<file path="config.mk">
export PLATFORM = sky130hd
export DESIGN_NAME = decode_pipe_flat
export DESIGN_NICKNAME = d
export VERILOG_FILES = /design/src/rtl/decode_pipe_if.sv /design/src/rtl/decode_pipe.sv /design/src/flat_wrapper.sv
export SDC_FILE = /design/constraint.sdc
export NUM_CORES = 1
export LEC_CHECK = 0
export CAP_MARGIN = 10
export CORE_MARGIN = 5
export CORE_UTILIZATION = 46
export CTS_CLUSTER_DIAMETER = 40
export DETAILED_ROUTE_END_ITERATION = 16
export PLACE_DENSITY = 0.77
export SETUP_SLACK_MARGIN = 0.5
export SLEW_MARGIN = 25
export SYNTH_ARGS = -nofsm -noshare
export SYNTH_HDL_FRONTEND = slang
export SYNTH_SLANG_ARGS = --single-unit
</file>
<file path="constraint.sdc">
create_clock -name clk -period 2.3 [get_ports clk]
set_clock_uncertainty 0.05 [all_clocks]
set_input_delay 0.345 -clock clk [delete_from_list [all_inputs] [get_ports clk]]
set_output_delay 0.345 -clock clk [all_outputs]
set_load 0.02 [all_outputs]
</file>
<file path="src/rtl/decode_pipe_if.sv">
// Handshake bundle for decode_pipe: instruction input side and decoded-entry output side.
interface decode_pipe_if #(
   parameter int CTRL_W = 8
);
   logic              in_valid;
   logic              in_ready;
   logic [31:0]       instr;
   logic [31:0]       in_pc;
   logic              out_valid;
   logic              out_ready;
   logic [CTRL_W-1:0] out_alucontrol;
   logic [31:0]       out_pc;
   logic [31:0]       out_instr;
   logic              out_ri;
   logic              out_sys;
   logic              out_brk;

   modport slave (
      input  in_valid, instr, in_pc, out_ready,
      output in_ready, out_valid, out_alucontrol, out_pc, out_instr, out_ri, out_sys, out_brk
   );
   modport master (
      output in_valid, instr, in_pc, out_ready,
      input  in_ready, out_valid, out_alucontrol, out_pc, out_instr, out_ri, out_sys, out_brk
   );
endinterface

</file>
<file path="src/rtl/decode_pipe.sv">
// MIPS instruction decoder with a registered output stage: a plain register (DEPTH=1)
// or a two-entry skid buffer (DEPTH=2) whose in_ready comes straight from a flop.
module decode_pipe #(
   parameter int CTRL_W = 8,
   parameter int DEPTH  = 2,
   parameter bit CP0_EN = 1'b1
) (
   input  logic         clk,
   input  logic         rst,
   input  logic         flush,
   decode_pipe_if.slave bus
);
   localparam logic [7:0] EXE_NOP_OP  = 8'h00, EXE_SLL_OP   = 8'h7C, EXE_SRL_OP   = 8'h02;
   localparam logic [7:0] EXE_SRA_OP  = 8'h03, EXE_SLLV_OP  = 8'h04, EXE_SRLV_OP  = 8'h06;
   localparam logic [7:0] EXE_SRAV_OP = 8'h07, EXE_JR_OP    = 8'h08, EXE_JALR_OP  = 8'h09;
   localparam logic [7:0] EXE_MFHI_OP = 8'h10, EXE_MTHI_OP  = 8'h11, EXE_MFLO_OP  = 8'h12;
   localparam logic [7:0] EXE_MTLO_OP = 8'h13, EXE_MULT_OP  = 8'h18, EXE_MULTU_OP = 8'h19;
   localparam logic [7:0] EXE_DIV_OP  = 8'h1A, EXE_DIVU_OP  = 8'h1B, EXE_ADD_OP   = 8'h20;
   localparam logic [7:0] EXE_ADDU_OP = 8'h21, EXE_SUB_OP   = 8'h22, EXE_SUBU_OP  = 8'h23;
   localparam logic [7:0] EXE_AND_OP  = 8'h24, EXE_OR_OP    = 8'h25, EXE_XOR_OP   = 8'h26;
   localparam logic [7:0] EXE_NOR_OP  = 8'h27, EXE_SLT_OP   = 8'h2A, EXE_SLTU_OP  = 8'h2B;
   localparam logic [7:0] EXE_BLTZ_OP = 8'h40, EXE_BGEZ_OP  = 8'h41, EXE_BLTZAL_OP = 8'h4A;
   localparam logic [7:0] EXE_BGEZAL_OP = 8'h4B, EXE_J_OP   = 8'h4F, EXE_JAL_OP   = 8'h50;
   localparam logic [7:0] EXE_BEQ_OP  = 8'h51, EXE_BNE_OP   = 8'h52, EXE_BLEZ_OP  = 8'h53;
   localparam logic [7:0] EXE_BGTZ_OP = 8'h54, EXE_ADDI_OP  = 8'h55, EXE_ADDIU_OP = 8'h56;
   localparam logic [7:0] EXE_SLTI_OP = 8'h57, EXE_SLTIU_OP = 8'h58, EXE_ANDI_OP  = 8'h59;
   localparam logic [7:0] EXE_ORI_OP  = 8'h5A, EXE_XORI_OP  = 8'h5B, EXE_LUI_OP   = 8'h5C;
   localparam logic [7:0] EXE_MFC0_OP = 8'h5D, EXE_MTC0_OP  = 8'h60, EXE_ERET_OP  = 8'h6B;
   localparam logic [7:0] EXE_LB_OP   = 8'hE0, EXE_LH_OP    = 8'hE1, EXE_LW_OP    = 8'hE3;
   localparam logic [7:0] EXE_LBU_OP  = 8'hE4, EXE_LHU_OP   = 8'hE5, EXE_SB_OP    = 8'hE8;
   localparam logic [7:0] EXE_SH_OP   = 8'hE9, EXE_SW_OP    = 8'hEB;

   typedef struct packed {
      logic [CTRL_W-1:0] alu;
      logic [31:0]       pc;
      logic [31:0]       instr;
      logic              ri;
      logic              sys;
      logic              brk;
   } entry_t;

   logic [5:0] op, funct;
   logic [4:0] rs, rt;
   logic [7:0] dec_alu;
   logic       dec_ri, dec_sys, dec_brk;
   entry_t     dec_entry;

   assign op    = bus.instr[31:26];
   assign rs    = bus.instr[25:21];
   assign rt    = bus.instr[20:16];
   assign funct = bus.instr[5:0];

   always_comb begin
      dec_alu = EXE_NOP_OP;
      dec_ri  = 1'b0;
      dec_sys = 1'b0;
      dec_brk = 1'b0;
      case (op)
         6'h00: begin
            case (funct)
               6'h00: dec_alu = EXE_SLL_OP;   6'h02: dec_alu = EXE_SRL_OP;
               6'h03: dec_alu = EXE_SRA_OP;   6'h04: dec_alu = EXE_SLLV_OP;
               6'h06: dec_alu = EXE_SRLV_OP;  6'h07: dec_alu = EXE_SRAV_OP;
               6'h08: dec_alu = EXE_JR_OP;    6'h09: dec_alu = EXE_JALR_OP;
               6'h0C: dec_sys = 1'b1;         6'h0D: dec_brk = 1'b1;
               6'h10: dec_alu = EXE_MFHI_OP;  6'h11: dec_alu = EXE_MTHI_OP;
               6'h12: dec_alu = EXE_MFLO_OP;  6'h13: dec_alu = EXE_MTLO_OP;
               6'h18: dec_alu = EXE_MULT_OP;  6'h19: dec_alu = EXE_MULTU_OP;
               6'h1A: dec_alu = EXE_DIV_OP;   6'h1B: dec_alu = EXE_DIVU_OP;
               6'h20: dec_alu = EXE_ADD_OP;   6'h21: dec_alu = EXE_ADDU_OP;
               6'h22: dec_alu = EXE_SUB_OP;   6'h23: dec_alu = EXE_SUBU_OP;
               6'h24: dec_alu = EXE_AND_OP;   6'h25: dec_alu = EXE_OR_OP;
               6'h26: dec_alu = EXE_XOR_OP;   6'h27: dec_alu = EXE_NOR_OP;
               6'h2A: dec_alu = EXE_SLT_OP;   6'h2B: dec_alu = EXE_SLTU_OP;
               default: dec_ri = 1'b1;
            endcase
         end
         6'h01: begin
            case (rt)
               5'h00: dec_alu = EXE_BLTZ_OP;    5'h01: dec_alu = EXE_BGEZ_OP;
               5'h10: dec_alu = EXE_BLTZAL_OP;  5'h11: dec_alu = EXE_BGEZAL_OP;
               default: dec_ri = 1'b1;
            endcase
         end
         6'h02: dec_alu = EXE_J_OP;     6'h03: dec_alu = EXE_JAL_OP;
         6'h04: dec_alu = EXE_BEQ_OP;   6'h05: dec_alu = EXE_BNE_OP;
         6'h06: dec_alu = EXE_BLEZ_OP;  6'h07: dec_alu = EXE_BGTZ_OP;
         6'h08: dec_alu = EXE_ADDI_OP;  6'h09: dec_alu = EXE_ADDIU_OP;
         6'h0A: dec_alu = EXE_SLTI_OP;  6'h0B: dec_alu = EXE_SLTIU_OP;
         6'h0C: dec_alu = EXE_ANDI_OP;  6'h0D: dec_alu = EXE_ORI_OP;
         6'h0E: dec_alu = EXE_XORI_OP;  6'h0F: dec_alu = EXE_LUI_OP;
         6'h10: begin
            if (CP0_EN && rs == 5'h00)                   dec_alu = EXE_MFC0_OP;
            else if (CP0_EN && rs == 5'h04)              dec_alu = EXE_MTC0_OP;
            else if (CP0_EN && bus.instr == 32'h42000018) dec_alu = EXE_ERET_OP;
            else                                         dec_ri  = 1'b1;
         end
         6'h20: dec_alu = EXE_LB_OP;    6'h21: dec_alu = EXE_LH_OP;
         6'h23: dec_alu = EXE_LW_OP;    6'h24: dec_alu = EXE_LBU_OP;
         6'h25: dec_alu = EXE_LHU_OP;   6'h28: dec_alu = EXE_SB_OP;
         6'h29: dec_alu = EXE_SH_OP;    6'h2B: dec_alu = EXE_SW_OP;
         default: dec_ri = 1'b1;
      endcase
   end

   assign dec_entry = {CTRL_W'(dec_alu), bus.in_pc, bus.instr, dec_ri, dec_sys, dec_brk};

   entry_t out_q, out_d, skid_q, skid_d;
   logic   out_valid_q, out_valid_d, skid_valid_q, skid_valid_d;
   logic   accept, drain;

   // Skid occupancy is exactly "buffer full", so it doubles as the registered in_ready.
   assign bus.in_ready = (DEPTH == 1) ? (!out_valid_q || bus.out_ready) : !skid_valid_q;
   assign accept       = bus.in_valid && bus.in_ready;
   assign drain        = out_valid_q && bus.out_ready;

   always_comb begin
      out_d        = out_q;
      skid_d       = skid_q;
      out_valid_d  = out_valid_q;
      skid_valid_d = skid_valid_q;
      if (flush) begin
         out_valid_d  = 1'b0;
         skid_valid_d = 1'b0;
      end else if (!out_valid_q || drain) begin
         if (skid_valid_q) begin
            out_d        = skid_q;
            out_valid_d  = 1'b1;
            skid_valid_d = 1'b0;
         end else if (accept) begin
            out_d       = dec_entry;
            out_valid_d = 1'b1;
         end else begin
            out_valid_d = 1'b0;
         end
      end else if (accept) begin
         skid_d       = dec_entry;
         skid_valid_d = 1'b1;
      end
      if (DEPTH == 1) skid_valid_d = 1'b0;
   end

   always_ff @(posedge clk) begin
      if (rst) begin
         out_q        <= '0;
         skid_q       <= '0;
         out_valid_q  <= 1'b0;
         skid_valid_q <= 1'b0;
      end else begin
         out_q        <= out_d;
         skid_q       <= skid_d;
         out_valid_q  <= out_valid_d;
         skid_valid_q <= skid_valid_d;
      end
   end

   assign bus.out_valid      = out_valid_q;
   assign bus.out_alucontrol = out_q.alu;
   assign bus.out_pc         = out_q.pc;
   assign bus.out_instr      = out_q.instr;
   assign bus.out_ri         = out_q.ri;
   assign bus.out_sys        = out_q.sys;
   assign bus.out_brk        = out_q.brk;
endmodule

</file>
<file path="src/flat_wrapper.sv">
// flat-port wrapper written by rule: the top's interface ports become plain ports
module decode_pipe_flat 
#(
   parameter int CTRL_W = 8,
   parameter int DEPTH  = 2,
   parameter bit CP0_EN = 1'b1
)
  (clk, rst, flush, bus_in_valid, bus_instr, bus_in_pc, bus_out_ready, bus_in_ready, bus_out_valid, bus_out_alucontrol, bus_out_pc, bus_out_instr, bus_out_ri, bus_out_sys, bus_out_brk);
  decode_pipe_if #(.CTRL_W(CTRL_W)) bus_i ();
  input  logic clk;
  input  logic rst;
  input  logic flush;
  input wire logic [$bits(bus_i.in_valid)-1:0] bus_in_valid;
  input wire logic [$bits(bus_i.instr)-1:0] bus_instr;
  input wire logic [$bits(bus_i.in_pc)-1:0] bus_in_pc;
  input wire logic [$bits(bus_i.out_ready)-1:0] bus_out_ready;
  output wire logic [$bits(bus_i.in_ready)-1:0] bus_in_ready;
  output wire logic [$bits(bus_i.out_valid)-1:0] bus_out_valid;
  output wire logic [$bits(bus_i.out_alucontrol)-1:0] bus_out_alucontrol;
  output wire logic [$bits(bus_i.out_pc)-1:0] bus_out_pc;
  output wire logic [$bits(bus_i.out_instr)-1:0] bus_out_instr;
  output wire logic [$bits(bus_i.out_ri)-1:0] bus_out_ri;
  output wire logic [$bits(bus_i.out_sys)-1:0] bus_out_sys;
  output wire logic [$bits(bus_i.out_brk)-1:0] bus_out_brk;
  assign bus_i.in_valid = bus_in_valid;
  assign bus_i.instr = bus_instr;
  assign bus_i.in_pc = bus_in_pc;
  assign bus_i.out_ready = bus_out_ready;
  assign bus_in_ready = bus_i.in_ready;
  assign bus_out_valid = bus_i.out_valid;
  assign bus_out_alucontrol = bus_i.out_alucontrol;
  assign bus_out_pc = bus_i.out_pc;
  assign bus_out_instr = bus_i.out_instr;
  assign bus_out_ri = bus_i.out_ri;
  assign bus_out_sys = bus_i.out_sys;
  assign bus_out_brk = bus_i.out_brk;
  decode_pipe #(.CTRL_W(CTRL_W), .DEPTH(DEPTH), .CP0_EN(CP0_EN)) u_core (.clk(clk), .rst(rst), .flush(flush), .bus(bus_i));
endmodule
</file>
==> impl_metrics.tcl <==
set metrics [dict create \
    status "complete, no violations" \
    placed_cells 1105 \
    synthFlopType "dfxtp_1" \
    leakagePower_nw 3.92 \
    synth_edf_count 0 \
    port_buffers 145 \
    synthArstFlopShare 0 \
    hold_viol_final 0 \
    cts-root-buf "clkbuf_16" \
    htreeDepth 4 \
    timing.final.crit_share 0.800 \
    final_common_cell "dfxtp_1" \
    worstMarginPinSlew_ps 508 \
    start_util 0.462 \
    p_int_mw 4.76 \
    place_ws_ps -298 \
    mostFrequentLayoutCells "dfxtp_1, nand2_1, nor2_1" \
    design.core.area_sq_um 14400 \
    rsz0062_at_grt "true" \
    p_seq_frac 0.437 \
    dieHeight_microns 130 \
    drcViolationCount 0 \
    clkPwrFrac 0.420 \
    post_dp_cell_area_sq_um 8590 \
    antenna_found_initial 0 \
    synth-seq-cells 152 \
    startpoint_type "input pin" \
    cp.arrival_ps 2110 \
    wire_per_inst_microns 16.0 \
    gp_congestion 0.889 \
    n_antenna_cell 0 \
    num-nets-final 1018 \
    antenna_left 0 \
    ios 146 \
    grt_use_total 0.216 \
    peakVddDrop_mv 0.517 \
    fin_crit_ps 1840 \
    cts-buffers-inserted 17 \
    num_rows 44 \
    power.share.combinational 0.142 \
    grt_pass1_wl_microns 29200 \
    die-area_sq_um 16900 \
    cellPowerDensity_nw_per_um2 671 \
    firstDrtPassIters 5 \
    cts_tree "built" \
    syn2layout_area_growth_pct 42.6 \
    drt_wl_total_microns 18400 \
    insertion_delay_ps 420 \
    crit_fanout 4 \
    power_mw 6.35 \
    syn-instance-count 795 \
    maxCapViolCount 0 \
    worst_slack_ps 461 \
    cp-end-kind "register" \
    cts_buffer_depth 2 \
    synth.distinct_cells 56 \
    first_iter_violations 469 \
    setup_violations 0 \
    p_switching_mw 1.59 \
    drive_gt1_frac 0.135 \
    clk_pin_slew_worst_paths_ps 60 \
    maxSlewViolCount 0 \
    slew_headroom 0.661 \
    dieWidth_microns 130 \
    path_class "in2reg" \
    avgSynthCellArea_sq_um 8.35 \
    min_path_type "in2reg" \
    post-dp-hpwl_microns 12100 \
    fin_cells 1146 \
    max_freq_mhz 544 \
    ys_warn_count 0 \
    vias_per_cell 5.40 \
    worst_ep_required_time_ps 2570 \
    synth_nets 864 \
    grt_pass1_vias 5864 \
    fin_util 0.659 \
    grt_overflow_total 0 \
    syn-cell-area_sq_um 6640 \
    grt_max_degree 57 \
    swShare 0.251 \
    ys_seq_area_frac 0.458 \
    vias 6192 \
    final_area_sq_um 9470 \
    cts_sinks 152 \
]
[logic make-up after synthesis]
group           share of synthesized area
simple gates                        0.204
xor+xnor                          0.00132
compound gates                      0.191
flops                               0.458
mux                                0.0995
buf+inv                            0.0465
[per-layer routing]
layer  GRT usage  wire length (microns)
met1       0.283                   8080
met2       0.349                   8920
met3      0.0594                   1120
met4      0.0623                    265
met5           0                      0
[repair_timing]
action | CTS | global route
resized for setup | 39 | 68
hold buffers | 0 | 0
setup endpoints to repair | 31 | 67
pin swaps | 7 | 17
setup buffers | 4 | 5
[sequential cells by signal, summed over array words and instances, names as in the netlist]
name and flops:
u_core.bus.out_alucontrol 8, u_core.bus.out_brk 1, u_core.bus.out_instr 32, u_core.bus.out_pc 32
u_core.bus.out_ri 1, u_core.bus.out_sys 1, u_core.bus.out_valid 1, u_core.skid_q 75
u_core.skid_valid_q 1
[worst max-delay path, cell delays in order]
cell     delay, ps
buf_6           90
or4_4          580
or3_4          410
o32ai_4        130
a211o_1        170
nor4_2          60
o41ai_1        310
[cell usage after synthesis, types with 5 or more instances]
library cell    n  area [sq um]
a211oi_1       71           533
a21oi_1        78           390
buf_1           9          33.8
clkbuf_1       60           225
dfxtp_1       152          3040
inv_1           5          18.8
mux2i_1        66           661
nand2_1       144           541
nand3b_1        7          52.6
nor2_1         94           353
nor3_1         18          90.1
nor4_1         11          68.8
o211ai_1        6          45.0
o21ai_0         7          35.0
[final cells by class]
cell class,instances,area [sq um]
tap,184,230
sequential,152,3050
timing repair buffer,207,2140
inverter,6,23.8
clock buffer,25,495
fill,1205,4900
multi-input combinational,565,3460
clock inverter,7,68.8
[final timing paths]
| path | end | start | cells past startpoint | slack, ps |
|---|---|---|---|---|
| worst max register to register | u_core.bus.out_alucontrol[5] | u_core.skid_valid_q | 5 | 640 |
| worst max-delay path | u_core.bus.out_alucontrol[0] | bus_instr[27] | 7 | 460 |
| worst min register to register | u_core.skid_q[25] | u_core.skid_q[25] | 2 | 400 |
| worst min-delay path | u_core.skid_q[25] | bus_instr[22] | 3 | 240 |
[metrics by stage]
step / hold WS, ps / TNS, ps
2_1_floorplan: 373 / 0
4_1_cts: 333 / 0
3_3_place_gp: 391 / -3080
5_1_grt: 234 / 0
3_5_place_dp: 396 / -3430
6_report: 244 / 0
[power by group through the flow]
stage | registers (mW) | logic, mW | clock network (mW)
CTS | 2.78 | 0.898 | 2.72
global route | 2.79 | 0.974 | 2.85
detailed placement | 2.84 | 0.889 | 0
floorplan | 2.94 | 0.327 | 0
finish | 2.78 | 0.905 | 2.67
global placement | 2.84 | 0.881 | 0
No activity file was read; power rests on OpenSTA's default activity.
